`src/rtl/arbtr_ctrl_mc.sv`:
```
// Multi-buffer arbitration controller for the CAN XL / CAN SEC protocol core.
// At start of frame it picks the pending TX buffer with the lowest priority
// key. It then tracks the node role for the frame (idle, arbitrating, winning
// transmitter, receiver), records where arbitration was lost, counts
// retransmission attempts with an optional abort limit, and drives the XL
// data-phase speed flag for the bit-timing logic.
module arbtr_ctrl_mc #(
  parameter int NUM_TXB = 4,
  parameter int ID_W    = 29,
  parameter int POS_W   = 6,
  parameter int RETX_W  = 4,
  localparam int SEL_W  = (NUM_TXB > 1) ? $clog2(NUM_TXB) : 1
) (
  input  logic                    osc_clk,
  input  logic                    g_rst,
  input  logic                    sampling_pt,
  input  logic                    arbtr_fld,
  input  logic                    can_bus_out,
  input  logic                    can_bus_in,
  input  logic                    bit_destf_intl,
  input  logic                    dt_rm_frm_tx,
  input  logic                    bt_ack_err_pre,
  input  logic                    rcvd_lst_bit_ifs,
  input  logic                    txed_lst_bit_ifs,
  input  logic                    ovld_err_tx_cmp,
  input  logic                    act_err_frm_tx,
  input  logic                    psv_err_frm_tx,
  input  logic                    adh,
  input  logic                    dah,
  input  logic [NUM_TXB-1:0]      tx_req,
  input  logic [NUM_TXB*ID_W-1:0] tx_prio,
  input  logic [RETX_W-1:0]       retx_lim,
  output logic                    arbtr_sts,
  output logic                    msg_due_tx,
  output logic                    speed_status,
  output logic [SEL_W-1:0]        tx_sel,
  output logic                    tx_sel_vld,
  output logic                    arb_lost,
  output logic [POS_W-1:0]        arb_lost_pos,
  output logic [NUM_TXB-1:0]      tx_done,
  output logic [NUM_TXB-1:0]      tx_abort,
  output logic [RETX_W-1:0]       retx_cnt
);

  typedef enum logic [1:0] {
    ST_IDLE = 2'd0,
    ST_ARB  = 2'd1,
    ST_TX   = 2'd2,
    ST_RX   = 2'd3
  } state_t;

  state_t state_q, state_d;

  logic [SEL_W-1:0]   sel_q, sel_d;
  logic [POS_W-1:0]   pos_q, pos_d;
  logic [RETX_W-1:0]  retx_q, retx_d;
  logic [RETX_W-1:0]  retx_inc;
  logic               retx_bump;
  logic               lost_q, lost_d;
  logic [POS_W-1:0]   lost_pos_q, lost_pos_d;
  logic [NUM_TXB-1:0] done_q, done_d;
  logic [NUM_TXB-1:0] abort_q, abort_d;
  logic               speed_q, speed_d;
  logic               fld_q;
  logic               err_q;

  logic [SEL_W-1:0]   best_idx;
  logic [ID_W-1:0]    best_key;
  logic               any_req;

  logic err_any, frame_end, start, err_rise, strobe, loss, fld_fall;

  function automatic logic [POS_W-1:0] sat_inc_pos(input logic [POS_W-1:0] v);
    return (&v) ? v : v + POS_W'(1);
  endfunction

  function automatic logic [RETX_W-1:0] sat_inc_retx(input logic [RETX_W-1:0] v);
    return (&v) ? v : v + RETX_W'(1);
  endfunction

  function automatic logic [NUM_TXB-1:0] sel_onehot(input logic [SEL_W-1:0] s);
    logic [NUM_TXB-1:0] r;
    r = '0;
    for (int i = 0; i < NUM_TXB; i++) begin
      if (s == SEL_W'(i)) r[i] = 1'b1;
    end
    return r;
  endfunction

  assign err_any   = act_err_frm_tx | psv_err_frm_tx;
  assign frame_end = (rcvd_lst_bit_ifs | txed_lst_bit_ifs) & ~err_any;
  assign start     = (bit_destf_intl & ~dt_rm_frm_tx) | (bt_ack_err_pre & (|tx_req));
  assign err_rise  = err_any & ~err_q;
  assign strobe    = sampling_pt & arbtr_fld;
  assign loss      = strobe & can_bus_out & ~can_bus_in;
  assign fld_fall  = fld_q & ~arbtr_fld;

  // Lowest key among requesting buffers; strict compare keeps the lowest index on ties
  always_comb begin
    best_idx = '0;
    best_key = '0;
    any_req  = 1'b0;
    for (int i = 0; i < NUM_TXB; i++) begin
      if (tx_req[i] && (!any_req || (tx_prio[i*ID_W +: ID_W] < best_key))) begin
        any_req  = 1'b1;
        best_idx = SEL_W'(i);
        best_key = tx_prio[i*ID_W +: ID_W];
      end
    end
  end

  // Next-state and registered-output logic; event priority ovld > frame end > start > loss > fld fall
  always_comb begin
    state_d    = state_q;
    sel_d      = sel_q;
    pos_d      = pos_q;
    retx_d     = retx_q;
    retx_inc   = sat_inc_retx(retx_q);
    retx_bump  = 1'b0;
    lost_d     = 1'b0;
    lost_pos_d = lost_pos_q;
    done_d     = '0;
    abort_d    = '0;
    speed_d    = speed_q;

    if (ovld_err_tx_cmp) begin
      state_d = ST_IDLE;
    end else if (frame_end) begin
      state_d = ST_IDLE;
      if (state_q == ST_TX) begin
        done_d = sel_onehot(sel_q);
        retx_d = '0;
      end
    end else begin
      case (state_q)
        ST_IDLE: begin
          if (start) begin
            pos_d = '0;
            if (any_req) begin
              state_d = ST_ARB;
              sel_d   = best_idx;
              // A different buffer starts its own attempt count
              if (best_idx != sel_q) retx_d = '0;
            end else begin
              state_d = ST_RX;
            end
          end
        end
        ST_ARB: begin
          if (strobe) pos_d = sat_inc_pos(pos_q);
          // Dominant-over-recessive is a loss; the reverse is a bit error handled elsewhere
          if (loss) begin
            state_d    = ST_RX;
            lost_d     = 1'b1;
            lost_pos_d = pos_q;
            retx_bump  = 1'b1;
          end else if (fld_fall) begin
            state_d = ST_TX;
          end
        end
        default: ;
      endcase
    end

    if (err_rise && ((state_q == ST_ARB) || (state_q == ST_TX))) retx_bump = 1'b1;

    if (retx_bump) begin
      if ((retx_lim != '0) && (retx_inc >= retx_lim)) begin
        abort_d = sel_onehot(sel_q);
        retx_d  = '0;
      end else begin
        retx_d  = retx_inc;
      end
    end

    // Any error frame or overload completion falls back to the nominal rate
    if (ovld_err_tx_cmp || err_rise) speed_d = 1'b0;
    else if (adh)                    speed_d = 1'b1;
    else if (dah)                    speed_d = 1'b0;
  end

  // FSM state register
  always_ff @(posedge osc_clk) begin
    if (g_rst) state_q <= ST_IDLE;
    else       state_q <= state_d;
  end

  // Selection, counters, pulses and edge-detect history
  always_ff @(posedge osc_clk) begin
    if (g_rst) begin
      sel_q      <= '0;
      pos_q      <= '0;
      retx_q     <= '0;
      lost_q     <= 1'b0;
      lost_pos_q <= '0;
      done_q     <= '0;
      abort_q    <= '0;
      speed_q    <= 1'b0;
      fld_q      <= 1'b0;
      err_q      <= 1'b0;
    end else begin
      sel_q      <= sel_d;
      pos_q      <= pos_d;
      retx_q     <= retx_d;
      lost_q     <= lost_d;
      lost_pos_q <= lost_pos_d;
      done_q     <= done_d;
      abort_q    <= abort_d;
      speed_q    <= speed_d;
      fld_q      <= arbtr_fld;
      err_q      <= err_any;
    end
  end

  assign arbtr_sts    = (state_q == ST_IDLE);
  assign msg_due_tx   = (state_q == ST_ARB) || (state_q == ST_TX);
  assign tx_sel_vld   = (state_q == ST_ARB) || (state_q == ST_TX);
  assign tx_sel       = sel_q;
  assign speed_status = speed_q;
  assign arb_lost     = lost_q;
  assign arb_lost_pos = lost_pos_q;
  assign tx_done      = done_q;
  assign tx_abort     = abort_q;
  assign retx_cnt     = retx_q;

endmodule

```
`config.mk`:
```
export PLATFORM = sky130hd
export DESIGN_NAME = arbtr_ctrl_mc
export DESIGN_NICKNAME = d
export VERILOG_FILES = /design/src/rtl/arbtr_ctrl_mc.sv
export SDC_FILE = /design/constraint.sdc
export NUM_CORES = 1
export LEC_CHECK = 0
export BUFFER_PORTS_ARGS = -buffer_cell sky130_fd_sc_hd__buf_4
export CAP_MARGIN = 20
export CORE_MARGIN = 1.5
export CORE_UTILIZATION = 30
export CTS_CLUSTER_SIZE = 25
export DETAILED_ROUTE_END_ITERATION = 10
export HOLD_SLACK_MARGIN = 0.06
export PLACE_DENSITY = 0.63
export SLEW_MARGIN = 10
export SYNTH_ARGS = -nofsm -noshare
export SYNTH_HDL_FRONTEND = slang
export SYNTH_SLANG_ARGS = --single-unit
```
`constraint.sdc`:
```
create_clock -name osc_clk -period 12.5 [get_ports osc_clk]
set_input_delay 1.25 -clock osc_clk [delete_from_list [all_inputs] [get_ports osc_clk]]
set_output_delay 1.25 -clock osc_clk [all_outputs]
set_load 0.01 [all_outputs]
```
==> out/metrics.cfg <==
[outcome]
status=finished clean

[min_path]
hp-class=register to register
holdPathEnd=state_q[0]
min-delay-start=state_q[0]
hold_depth=2

[place]
hpwlAfterDp_um=11100
placed_area_um2=5630
place_congestion=0.817
dp_slack_ns=2.89
io_buffers=164

[sta]
fmax_mhz=112
final_max_slew_viol_count=0
fin_crit_sh_pct=71.5
hold_viol=0
setup_ws_ns=3.56
min_period_ns=8.94
worst_slew_pin_slew_ns=0.984
setup_violations=0
rsz0062_at_grt=false
fin_tns_setup_ns=0
skew_ns=0.00313
timing.slew.headroom_pct=34.4

[floorplan]
die_w_um=122
die_area_um2=14900
row_count=43
die_h_um=122
ios=165
core_area_um2=13900
start_util_pct=30.6

[logic_synthesis]
synth.area.mux_share_pct=2.18
synthAdderAreaFrac_pct=27.4
synth-main-ff-cell=dfxtp_1
synth_top_family_by_area=adder cells
synthTopCellsByCount=99 x nor2_1, 93 x ha_1, 61 x a21oi_1
synth-seq-cells=32
async_flop_share_pct=0
synth_area_um2=4250
synth_edf_count=0
netlist.area_leader.share_pct=27.4
synthSimpleGateAreaFrac_pct=23.9
synth_compound_area_share_pct=26.7
synth_top_area_cell=ha_1
post_synth_num_cell_types=59
yosys_warnings=0
syn_inst=570
postSynthAreaPerCell_um2=7.46
synth.area.top_cells=ha_1 27%, dfxtp_1 15%, nor2_1 8.7%, a21o_1 7.2%, a21oi_1 7.2%
synth_most_common_cell=nor2_1
synth-xor-area-share_pct=1.44
ys_seq_area_share_pct=15.1
syn_nets=803

[pwr]
power_leakage_nw=2.94
internal_power_uw=316
power_density_nw_per_um2=81.3
irDropWorstVdd_mv=0.0404
p_seq_share_pct=22.6
power.switching_uw=159
swShare_pct=33.4
p_comb_share_pct=46.1
total_power_uw=475
clock_power_share_pct=31.3

[cells_and_area]
syn2layout_area_growth_pct=37.5
fillCellCount=1481
drive_above_1_share_pct=25.3
num_antenna_cells=0
final_area_um2=5840
nets=956

[setup_path]
cpPeakStageDelay_ns=0.89
crit_path_frequent_cell=ha_1
slowest_stage=and3_2
cp_max_fo=59
startpoint_type=input port
r2r-start=retx_cnt[0]
reg2reg_slack_ns=10.00
worstReg2RegEnd=retx_cnt[0]
reg2reg_depth=11
worstPathRequired_ns=12.70
cp-end-kind=register
arrival_ns=9.14
critPathKind=input port to register

[grt]
first_global_vias=4435
antenna_found_initial=0
grtUsageMet1_pct=22.8
top_usage_layer=met2
met2_usage_pct=30.0
grt_overflow=0
grt_util_met3_pct=1.87
grt_max_degree=60
grt_first_pass_wirelength_um=20300
grt_usage_pct=17.1

[routing]
routed_wirelength_um=12900
viasPerCell=5.00
drc=0
drtIter0Drc=171
wire_per_inst_um=14.2
vias=4518
drtPass1Iterations=5
ant_nets=0

[clocking]
postCtsHoldBufs=0
cts_buffer_depth=2
cts_htree_levels=2
cts-root-buf=clkbuf_16
clock-sinks=32
clkLatencyLatePin_ns=0.28
cts_tree=built
numCtsBuffers=5
post_cts_buffers=0
clkSlewWorstSetupHoldPaths_ns=0.05
post_cts_resized=0

[run]
max_cap_viol_count=0

## flip-flops by register name, indices dropped and copies added, names as in the netlist
register / cells
arb_lost: 1
arb_lost_pos: 6
err_q: 1
fld_q: 1
pos_q: 6
retx_cnt: 4
speed_status: 1
state_q: 2
tx_abort: 4
tx_done: 4
tx_sel: 2
## power by group through the flow
stage | clock network [mW] | logic [mW] | registers (mW)
after detailed placement | 0 | 0.216 | 0.110
final | 0.149 | 0.219 | 0.108
after floorplan | 0 | 0.141 | 0.109
after CTS | 0.150 | 0.217 | 0.108
after global placement | 0 | 0.215 | 0.110
after global routing | 0.154 | 0.250 | 0.108
## layer usage
layer,vias up,part of all wire [%]
met2,119,47
met1,1982,46
met3,8,6.2
li1,2409,-
met5,-,0
met4,0,0.64
## final cells by class
type / instances / area, um^2 / area share, %
clock buffer: 7 / 153 / 2.61
clock inverter: 1 / 30.0 / 0.514
inverter: 16 / 60.1 / 1.03
multi-input combinational: 503 / 3480 / 59.5
sequential: 32 / 641 / 11.0
tap: 180 / 225 / 3.85
timing repair buffer: 165 / 1260 / 21.5
## metrics by stage
stage	hold slack (ns)	instances	utilization, %
after detailed placement	0.478	895	40.6
after global placement	0.473	895	40.6
final	0.481	904	42.1
after floorplan	0.454	570	-
after CTS	0.483	903	41.9
after global routing	0.526	904	42.1
## cells by family (layout without fill, tap and decap cells)
| kind of cell | after synthesis | in the layout |
|---|---|---|
| buf+inv | 35 | 189 |
| xor+xnor | 7 | 7 |
| fa+ha+maj | 93 | 93 |
| compound gates | 171 | 171 |
| flops | 32 | 32 |
| mux | 9 | 9 |
| simple gates | 223 | 223 |
## critical path, delay by kind of cell
family / cells / cell delay, ns
compound gates: 16 / 4.10
fa+ha+maj: 3 / 0.98
buf+inv: 1 / 0.28
simple gates: 9 / 2.49
## worst max-delay path by stage
stage | startpoint | to | slack (ns)
6_report | tx_req[0] | retx_cnt[0] | 3.56
3_3_place_gp | tx_req[0] | retx_cnt[0] | 3.21
5_1_grt | tx_req[0] | retx_cnt[0] | 2.96
4_1_cts | tx_req[0] | retx_cnt[0] | 3.15
3_5_place_dp | tx_req[0] | retx_cnt[0] | 2.89
2_1_floorplan | tx_req[0] | retx_cnt[0] | 4.14
## cells in the final DEF (no fill, tap or decap), types with 16 or more instances in the layout
cell	count
o21ai_0	20
buf_4	164
a21o_1	41
dfxtp_1	32
nand2_1	54
nor2_1	98
nand4_1	18
ha_1	93
inv_1	16
a21oi_1	61
(Power assumes the default switching activity.)
